===== src/rtl/fxp_pkg.sv =====
// Shared signed fixed-point definitions for the array_prod dot-product block.
// Holds the default Qn.m format, the operand/product types, the FSM state type
// and the saturating narrowing helper used when ARRAY_PROD_SATURATE_EN is defined.
package fxp_pkg;

    localparam int unsigned QN_DEF = 6;
    localparam int unsigned QM_DEF = 11;

    // Total signed word width for a Qn.m format (sign bit included)
    function automatic int unsigned bitwidth(input int unsigned qn, input int unsigned qm);
        return qn + qm + 1;
    endfunction

    localparam int unsigned FXP_W = bitwidth(QN_DEF, QM_DEF);

    typedef logic signed [FXP_W-1:0]   fxp_t;
    typedef logic signed [2*FXP_W-1:0] prod_t;

    typedef enum logic [1:0] {
        ST_IDLE  = 2'd0,
        ST_MAC   = 2'd1,
        ST_DRAIN = 2'd2,
        ST_DONE  = 2'd3
    } state_t;

    // Clamp a wide signed value into the signed range of a w-bit word.
    // The caller keeps the low w bits of the returned value.
    function automatic logic signed [63:0] sat_narrow(input logic signed [63:0] x,
                                                      input int unsigned       w);
        logic signed [63:0] hi;
        logic signed [63:0] lo;
        hi = (64'sd1 <<< (w - 1)) - 64'sd1;
        lo = -(64'sd1 <<< (w - 1));
        if (x > hi) begin
            return hi;
        end else if (x < lo) begin
            return lo;
        end
        return x;
    endfunction

endpackage


===== src/rtl/array_prod_if.sv =====
// Vector/result bus of the array_prod dot-product block.
// master drives the two operand vectors, slave returns dataReady/result.
interface array_prod_if #(
    parameter int unsigned VEC_W    = 144,
    parameter int unsigned BITWIDTH = 18
);
    logic [VEC_W-1:0]    vecA;
    logic [VEC_W-1:0]    vecB;
    logic                dataReady;
    logic [BITWIDTH-1:0] result;

    modport master (
        output vecA,
        output vecB,
        input  dataReady,
        input  result
    );

    modport slave (
        input  vecA,
        input  vecB,
        output dataReady,
        output result
    );
endinterface


===== src/rtl/fxp_mac.sv =====
// Registered signed multiply followed by a registered accumulate.
// clr_i synchronously empties both the product and accumulator registers.
module fxp_mac #(
    parameter int unsigned W     = 18,
    parameter int unsigned ACC_W = 39
) (
    input  logic                    clk,
    input  logic                    rst_n,
    input  logic                    clr_i,
    input  logic                    mul_en_i,
    input  logic                    acc_en_i,
    input  logic signed [W-1:0]     a_i,
    input  logic signed [W-1:0]     b_i,
    output logic signed [ACC_W-1:0] acc_o
);

    logic signed [2*W-1:0]   prod_q;
    logic signed [2*W-1:0]   prod_d;
    logic signed [ACC_W-1:0] acc_q;
    logic signed [ACC_W-1:0] acc_d;

    // Next product / running sum; clear has priority over both enables
    always_comb begin
        prod_d = prod_q;
        acc_d  = acc_q;
        if (clr_i) begin
            prod_d = '0;
            acc_d  = '0;
        end else begin
            if (mul_en_i) begin
                prod_d = (2*W)'(a_i) * (2*W)'(b_i);
            end
            if (acc_en_i) begin
                acc_d = acc_q + ACC_W'(prod_q);
            end
        end
    end

    // Product and accumulator registers
    always_ff @(posedge clk or negedge rst_n) begin
        if (!rst_n) begin
            prod_q <= '0;
            acc_q  <= '0;
        end else begin
            prod_q <= prod_d;
            acc_q  <= acc_d;
        end
    end

    assign acc_o = acc_q;

endmodule


===== src/rtl/array_prod.sv =====
// Sequential signed Qn.m dot product of two NUM_ELEMS-element vectors, one MAC
// per clock, started by releasing reset. Result appears with dataReady on the
// (NUM_ELEMS+2)th rising edge after release and is held until the next reset.
// Optional build macro: ARRAY_PROD_SATURATE_EN clamps the narrowed result to the
// signed BITWIDTH range instead of keeping the wrapped low bits.
module array_prod
    import fxp_pkg::*;
#(
    parameter int unsigned NUM_ELEMS = 8,
    parameter int unsigned QN        = QN_DEF,
    parameter int unsigned QM        = QM_DEF
) (
    input  logic         clock,
    input  logic         reset,
    array_prod_if.slave  bus
);

    localparam int unsigned BITWIDTH = bitwidth(QN, QM);
    localparam int unsigned IDX_W    = $clog2(NUM_ELEMS);
    localparam int unsigned ACC_W    = 2*BITWIDTH + $clog2(NUM_ELEMS);

    state_t                   state_q;
    state_t                   state_d;
    logic [IDX_W-1:0]         idx_q;
    logic [IDX_W-1:0]         idx_d;
    logic [BITWIDTH-1:0]      result_q;
    logic [BITWIDTH-1:0]      result_d;
    logic                     ready_q;
    logic                     ready_d;

    logic                     mul_en_c;
    logic                     acc_en_c;
    logic                     clr_c;
    logic signed [BITWIDTH-1:0] a_sel_c;
    logic signed [BITWIDTH-1:0] b_sel_c;
    logic signed [ACC_W-1:0]  acc_c;
    logic [BITWIDTH-1:0]      narrow_c;

    // Element select: idx walks the packed vectors one element per cycle
    always_comb begin
        a_sel_c = bus.vecA[32'(idx_q) * BITWIDTH +: BITWIDTH];
        b_sel_c = bus.vecB[32'(idx_q) * BITWIDTH +: BITWIDTH];
    end

    fxp_mac #(
        .W     (BITWIDTH),
        .ACC_W (ACC_W)
    ) u_mac (
        .clk      (clock),
        .rst_n    (reset),
        .clr_i    (clr_c),
        .mul_en_i (mul_en_c),
        .acc_en_i (acc_en_c),
        .a_i      (a_sel_c),
        .b_i      (b_sel_c),
        .acc_o    (acc_c)
    );

    // Drop the QM fraction bits (floor) and fit the sum into one word
    always_comb begin
`ifdef ARRAY_PROD_SATURATE_EN
        narrow_c = BITWIDTH'(sat_narrow(64'(acc_c >>> QM), BITWIDTH));
`else
        narrow_c = BITWIDTH'(acc_c >>> QM);
`endif
    end

    // Next-state and datapath control
    always_comb begin
        state_d  = state_q;
        idx_d    = idx_q;
        result_d = result_q;
        ready_d  = ready_q;
        mul_en_c = 1'b0;
        acc_en_c = 1'b0;
        clr_c    = 1'b0;
        unique case (state_q)
            ST_IDLE: begin
                // First edge after release issues element 0
                mul_en_c = 1'b1;
                idx_d    = idx_q + 1'b1;
                state_d  = ST_MAC;
            end
            ST_MAC: begin
                mul_en_c = 1'b1;
                acc_en_c = 1'b1;
                if (idx_q == IDX_W'(NUM_ELEMS - 1)) begin
                    state_d = ST_DRAIN;
                end else begin
                    idx_d = idx_q + 1'b1;
                end
            end
            ST_DRAIN: begin
                // Last product still in flight: one more add
                acc_en_c = 1'b1;
                state_d  = ST_DONE;
            end
            ST_DONE: begin
                if (!ready_q) begin
                    result_d = narrow_c;
                    ready_d  = 1'b1;
                end else begin
                    // Result is latched; park the MAC
                    clr_c = 1'b1;
                end
            end
            default: begin
                state_d = ST_IDLE;
            end
        endcase
    end

    // State, index and output registers
    always_ff @(posedge clock or negedge reset) begin
        if (!reset) begin
            state_q  <= ST_IDLE;
            idx_q    <= '0;
            result_q <= '0;
            ready_q  <= 1'b0;
        end else begin
            state_q  <= state_d;
            idx_q    <= idx_d;
            result_q <= result_d;
            ready_q  <= ready_d;
        end
    end

    assign bus.result    = result_q;
    assign bus.dataReady = ready_q;

endmodule


===== src/flat_wrapper.sv =====
// flat-port wrapper written by rule: the top's interface ports become plain ports
module array_prod_flat import fxp_pkg::*;
#(
    parameter int unsigned NUM_ELEMS = 8,
    parameter int unsigned QN        = QN_DEF,
    parameter int unsigned QM        = QM_DEF
)
  (clock, reset, bus_vecA, bus_vecB, bus_dataReady, bus_result);
  array_prod_if #(.VEC_W(((18) * (8))), .BITWIDTH((18))) bus_i ();
  input  logic clock;
  input  logic reset;
  input wire logic [$bits(bus_i.vecA)-1:0] bus_vecA;
  input wire logic [$bits(bus_i.vecB)-1:0] bus_vecB;
  output wire logic [$bits(bus_i.dataReady)-1:0] bus_dataReady;
  output wire logic [$bits(bus_i.result)-1:0] bus_result;
  assign bus_i.vecA = bus_vecA;
  assign bus_i.vecB = bus_vecB;
  assign bus_dataReady = bus_i.dataReady;
  assign bus_result = bus_i.result;
  array_prod #(.NUM_ELEMS(NUM_ELEMS), .QN(QN), .QM(QM)) u_core (.clock(clock), .reset(reset), .bus(bus_i));
endmodule

===== config.mk =====
export PLATFORM = sky130hd
export DESIGN_NAME = array_prod_flat
export DESIGN_NICKNAME = d
export VERILOG_FILES = /design/src/rtl/fxp_pkg.sv /design/src/rtl/array_prod_if.sv /design/src/rtl/fxp_mac.sv /design/src/rtl/array_prod.sv /design/src/flat_wrapper.sv
export SDC_FILE = /design/constraint.sdc
export NUM_CORES = 1
export LEC_CHECK = 0
export CORE_ASPECT_RATIO = 1.75
export CORE_MARGIN = 5
export CORE_UTILIZATION = 50
export DETAILED_ROUTE_END_ITERATION = 12
export PLACE_DENSITY = 0.8
export SLEW_MARGIN = 20
export SYNTH_ARGS = -nofsm -noshare
export SYNTH_HDL_FRONTEND = slang
export SYNTH_SLANG_ARGS = --single-unit

===== constraint.sdc =====
create_clock -name clock -period 7.11 [get_ports clock]
set_input_delay 1.7775 -clock clock [delete_from_list [all_inputs] [get_ports clock]]
set_output_delay 1.7775 -clock clock [all_outputs]
set_load 0.1 [all_outputs]

Yosys cells after proc, flatten, opt, wreduce, memory -nomap -nowiden
Index checks and enable logic that the tools add are counted.
- register bits after elaboration: 99
- add/subtract/negate cells: 2
- $mul: 2
- eq/ne operators: 6
- shift-type cells: 2
- muxes and demuxes: 12
- bitwise operators: 1
- reduce and logical (&&, ||, !) cells: 10
- operator list (cell ; number):
    $shiftx A144 B9 Y18 ; 2
    $mux W39 ; 2
    $mux W36 ; 2
    $add A39 B36 Y39 ; 1
    $mul A18 B18 Y36 ; 1
    $mul A3 B4 Y7 const B ; 1
    $pmux W2 S3 ; 1
    $pmux W3 S2 ; 1
    $reduce_and A2 Y1 ; 3
    $reduce_bool A2 Y1 ; 3
    $eq A2 B2 Y1 const B ; 2
    $mux W1 ; 4
    $reduce_or A2 Y1 ; 2
    $add A3 B1 Y3 const B ; 1
    $eq A3 B3 Y1 const B ; 1
    $mux W3 ; 1
    $reduce_bool A3 Y1 ; 1
    $eq A2 B1 Y1 const B ; 1
    $logic_not A2 Y1 ; 1
    $mux W2 ; 1
    $ne A2 B1 Y1 const B ; 1
    $ne A2 B2 Y1 const B ; 1
    $not A1 Y1 ; 1

Logic depth before layout (Yosys ltp)
- depth in word-level cells: 5
- depth in mapped cells: 32

Modules after synthesis
A second synthesis with hierarchy kept.
- cell total of the unflattened synthesis: 2044
- area, all modules: 20360.8 µm²
- modules (own cells, without submodules) (module ; times used ; cells an instance ; area an instance (µm²) ; sequential area each (µm²)):
    fxp_mac ; 1 ; 1848 ; 16970.0 ; 1876.8
    array_prod ; 1 ; 196 ; 3390.8 ; 600.6

Worst setup path after synthesis
No wires, ideal clock.
- kind: in2reg
- from: input port bus_vecB[132]
- to: register u_core.u_mac.prod_q[28]
- library setup time: 0.130 ns
- data arrival time: 7.944 ns
- data required time: 6.980 ns
- setup slack: -0.964 ns
- stages on the path: 24
- path buffers: 1
- cells stage by stage: mux4_2 > mux2i_1 > buf_2 > nor2_1 > fa_1 > inv_1 > fa_1 > fa_1 > fa_1 > inv_1 > fa_1 > inv_1 > fa_1 > inv_1 > ha_1 > a21boi_0 > a31oi_1 > o311ai_1 > o221ai_1 > a21bo_1 > o211ai_1 > o211ai_1 > xnor2_1 > o21ai_1
- cells in the longest elaborated chain, start to end: 4
- RTL lines (element ; RTL line ; RTL):
    from (decl) ; flat_wrapper.sv:13 ; input wire logic [$bits(bus_i.vecB)-1:0] bus_vecB;
    $shiftx A144 B9 Y18 ; array_prod.sv:42 ; b_sel_c = bus.vecB[32'(idx_q) * BITWIDTH +: BITWIDTH];
    $mul A18 B18 Y36 ; fxp_mac.sv:31 ; prod_d = (2*W)'(a_i) * (2*W)'(b_i);
    $mux W36 ; fxp_mac.sv:30 ; if (mul_en_i) begin
    $mux W36 ; fxp_mac.sv:26 ; if (clr_i) begin
    to (signal assigned) ; fxp_mac.sv:45 ; prod_q <= prod_d;
    to (decl) ; fxp_mac.sv:17 ; logic signed [2*W-1:0] prod_q;
No other way between the ends. The select of a mux whose other input is x is not followed.
A chain may end at the register's enable or synchronous reset.

Worst setup path after layout
- from: input port bus_vecB[61]
- to: register u_core.u_mac.prod_q[22]
The elaborated chain is that of the path after synthesis.

==> results.py <==
metrics = {
    "status": {
        "status": "finished with violations",
        "violations": "setup timing",
    },
    "power_and_ir_drop": {
        "p_total_mw": 14.6,
        "max-vdd-ir-drop_v": 0.000735,
        "powerDensity_nw_per_um2": 607,
        "leakagePower_nw": 11.9,
    },
    "layout": {
        "syn_to_final_growth_pct": 44.3,
        "drive_above_1_share": 0.365,
        "final_cells": 2712,
        "final_nets": 2976,
        "stdcell_area_um2": 24000,
    },
    "sta": {
        "rsz0062_at_grt": "true",
        "min_period_ns": 7.80,
        "setup_viol": 16,
        "maxClockFrequency_mhz": 128,
        "fin_worst_skew_ns": 0.00758,
        "slew_headroom": 0.336,
        "fin_crit_sh": 1.10,
        "tightest_slew_ns": 0.993,
        "hold_slack_ns": 0.494,
        "setup_slack_ns": -0.691,
        "drv_slew": 0,
        "hold_viol": 0,
    },
    "clock_tree": {
        "cts.htree.levels": 3,
        "root_buffer": "clkbuf_16",
        "max-clock-path-buffers": 2,
        "cts_sinks": 82,
        "cts_buffers": 9,
        "path_clk_slew_ns": 0.06,
        "cts_tree": "yes",
        "insertion_delay_ns": 0.36,
    },
    "synth": {
        "synth_top_cell_area_share": 0.320,
        "synth-seq-area-share": 0.123,
        "ys_top_cells_by_area": "fa_1, dfrtp_1, mux4_2",
        "yosysMostFrequentCell": "inv_1",
        "syn_inst": 1715,
        "ys_ff_latch": 82,
        "yosysUniqueCellTypes": 60,
        "syn_area_um2": 16600,
        "ys_top_cells_by_count": "inv_1, fa_1, nor2_1",
        "synth_top_cell_by_area": "fa_1",
        "synth_nets": 2391,
        "ys.flop_type": "dfrtp_1",
        "yosys_warnings": 0,
        "async_flop_share": 1.00,
        "synth_edf_count": 0,
        "synth_area_per_cell_um2": 9.70,
    },
    "global_route": {
        "antenna_found_initial": 3,
        "track_usage": 0.312,
        "grt.overflow.total": 0,
        "grt_pass1_vias": 17500,
        "grt_pass1_wl_um": 89800,
        "grt_max_degree": 48,
    },
    "placement": {
        "place_congestion": 0.978,
        "dp.cells": 2586,
        "dp_hpwl_um": 46100,
        "placed_cell_area_um2": 22100,
        "io_buffers": 308,
    },
    "die": {
        "initial_core_util": 0.505,
        "die_h_um": 251,
        "ioPinCount": 309,
        "dieArea_um2": 37200,
        "coreArea_um2": 32900,
        "fp.dieW_um": 148,
        "rows": 88,
    },
    "routing": {
        "first_pass_iters": 7,
        "wirelength_um": 59600,
        "drtIter0Drc": 831,
        "ant_nets": 0,
        "vias": 15300,
        "routedWlPerCell_um": 22.0,
        "viasPerCell": 5.65,
        "drc": 0,
    },
    "critical_path": {
        "path_buf_inv": 10,
        "required_ns": 7.35,
        "crit_family": "adder cells",
        "critPathKind": "primary input to register",
        "arrival_ns": 8.04,
        "worstSetupStartpointType": "primary input",
        "crit_slowest_cell": "fa_1",
        "crit_path_frequent_cell": "inv_1",
        "cp-end-kind": "register",
        "cpPeakStageDelay_ns": 0.63,
        "crit_fanout": 6,
    },
    "flow_run": {
        "maxCapViolations": 0,
    },
    "hold_path": {
        "min_path_type": "register to register",
    },
}
-- repair_timing --
action,CTS,global route
buffers inserted,105,18
gates cloned,6,0
resized for setup,867,135
pin swaps,148,74
hold buffers,0,0
setup endpoints to repair,19,16
endpoints found under the hold margin,0,0
-- final cells by class --
cell class                 instances  area, um^2
multi-input combinational       1222       14300
fill                            2215        8910
timing repair buffer             632        5450
sequential                        82        2060
inverter                         353        1330
tap                              405         507
clock buffer                      11         243
clock inverter                     5        86.3
antenna                            2        5.00
-- layout by cell type (no fill, tap or decap), types with 9 or more instances in the layout --
| cell type | count |
|---|---|
| fa_2 | 29 |
| a21o_1 | 25 |
| nor2_1 | 168 |
| xor2_1 | 22 |
| inv_2 | 54 |
| nor2_2 | 14 |
| dlygate4sd2_1 | 100 |
| xnor2_1 | 35 |
| mux2_4 | 20 |
| ha_1 | 96 |
| clkbuf_16 | 9 |
| mux2i_2 | 10 |
| nand2_2 | 17 |
| nand2_1 | 114 |
| clkbuf_2 | 23 |
| buf_6 | 85 |
| buf_2 | 74 |
| clkdlybuf4s50_1 | 19 |
| mux2i_4 | 13 |
| nand2b_4 | 9 |
| fa_1 | 237 |
| buf_4 | 235 |
| o21ai_0 | 20 |
| a21oi_1 | 32 |
| inv_1 | 295 |
| mux4_2 | 72 |
| mux2i_1 | 27 |
| nand2b_1 | 30 |
| buf_12 | 17 |
| ha_4 | 22 |
| nor2_4 | 29 |
| o21ai_1 | 14 |
| clkdlybuf4s15_1 | 67 |
| dfrtp_1 | 79 |
| mux2_2 | 22 |
-- final timing paths --
check,start,end,slack (ns),cells after the start
setup / recovery,bus_vecB[61],u_core.u_mac.prod_q[22],-0.69,30
hold / removal,u_core.u_mac.prod_q[16],u_core.u_mac.prod_q[16],0.49,2
setup reg to reg,u_core.idx_q[0],u_core.u_mac.prod_q[22],-0.18,30
hold reg to reg,u_core.u_mac.prod_q[16],u_core.u_mac.prod_q[16],0.49,2
max in group asynchronous,reset,u_core.idx_q[1],4.78,2
min in group asynchronous,reset,u_core.u_mac.acc_o[3],1.39,1
-- state kept, by name, indices dropped and copies added, names as in the netlist --
signal,flops
u_core.u_mac.acc_o,29
u_core.state_q,2
u_core.bus.dataReady,1
u_core.u_mac.prod_q,29
u_core.bus.result,18
u_core.idx_q,3
-- report_power, final --
part           switching, mW  leakage, nW  internal, mW  total, mW
registers             0.0270         1.07         0.519      0.546
logic                   6.70         10.7          6.82       13.5
clock network          0.195        0.154         0.319      0.515
-- per-layer routing --
| metal | vias to the layer above | global-route usage | routed length (um) |
|---|---|---|---|
| li1 | 6644 | - | - |
| met4 | 0 | 0.216 | 5730 |
| met3 | 322 | 0.0381 | 3320 |
| met5 | - | 0 | 0 |
| met2 | 780 | 0.605 | 32400 |
| met1 | 7577 | 0.299 | 18100 |
-- cells by family (layout without fill, tap and decap cells) --
| kind of cell | after synthesis | count (layout) | share of synthesized area |
|---|---|---|---|
| AOI/OAI and AO/OA | 172 | 172 | 0.0685 |
| xor gates and xnor gates | 65 | 65 | 0.0342 |
| adders and majority gates | 386 | 386 | 0.410 |
| buffers and inverters | 413 | 1001 | 0.0974 |
| DFF | 82 | 82 | 0.123 |
| muxes | 162 | 164 | 0.155 |
| other | 0 | 2 | 0 |
| and+or+nand+nor | 435 | 435 | 0.111 |
-- worst reg2reg max path: cells and delay by family (launching register included) --
family	cells	cell delay (ns)
xor gates and xnor gates	1	0.17
muxes	2	0.77
adders and majority gates	7	2.83
buffers and inverters	10	1.21
and+or+nand+nor	2	0.22
AOI/OAI and AO/OA	8	1.30
DFF	1	0.67
-- stage by stage --
step / setup slack [ns] / utilization / setup TNS (ns)
floorplan: -0.473 / - / -2.33
global placement: -1.19 / 0.671 / -15.65
detailed placement: -1.33 / 0.671 / -17.65
CTS: -0.426 / 0.721 / -3.51
global route: -0.945 / 0.729 / -9.78
finish: -0.691 / 0.729 / -5.86
No activity file was read; power rests on OpenSTA's default activity.
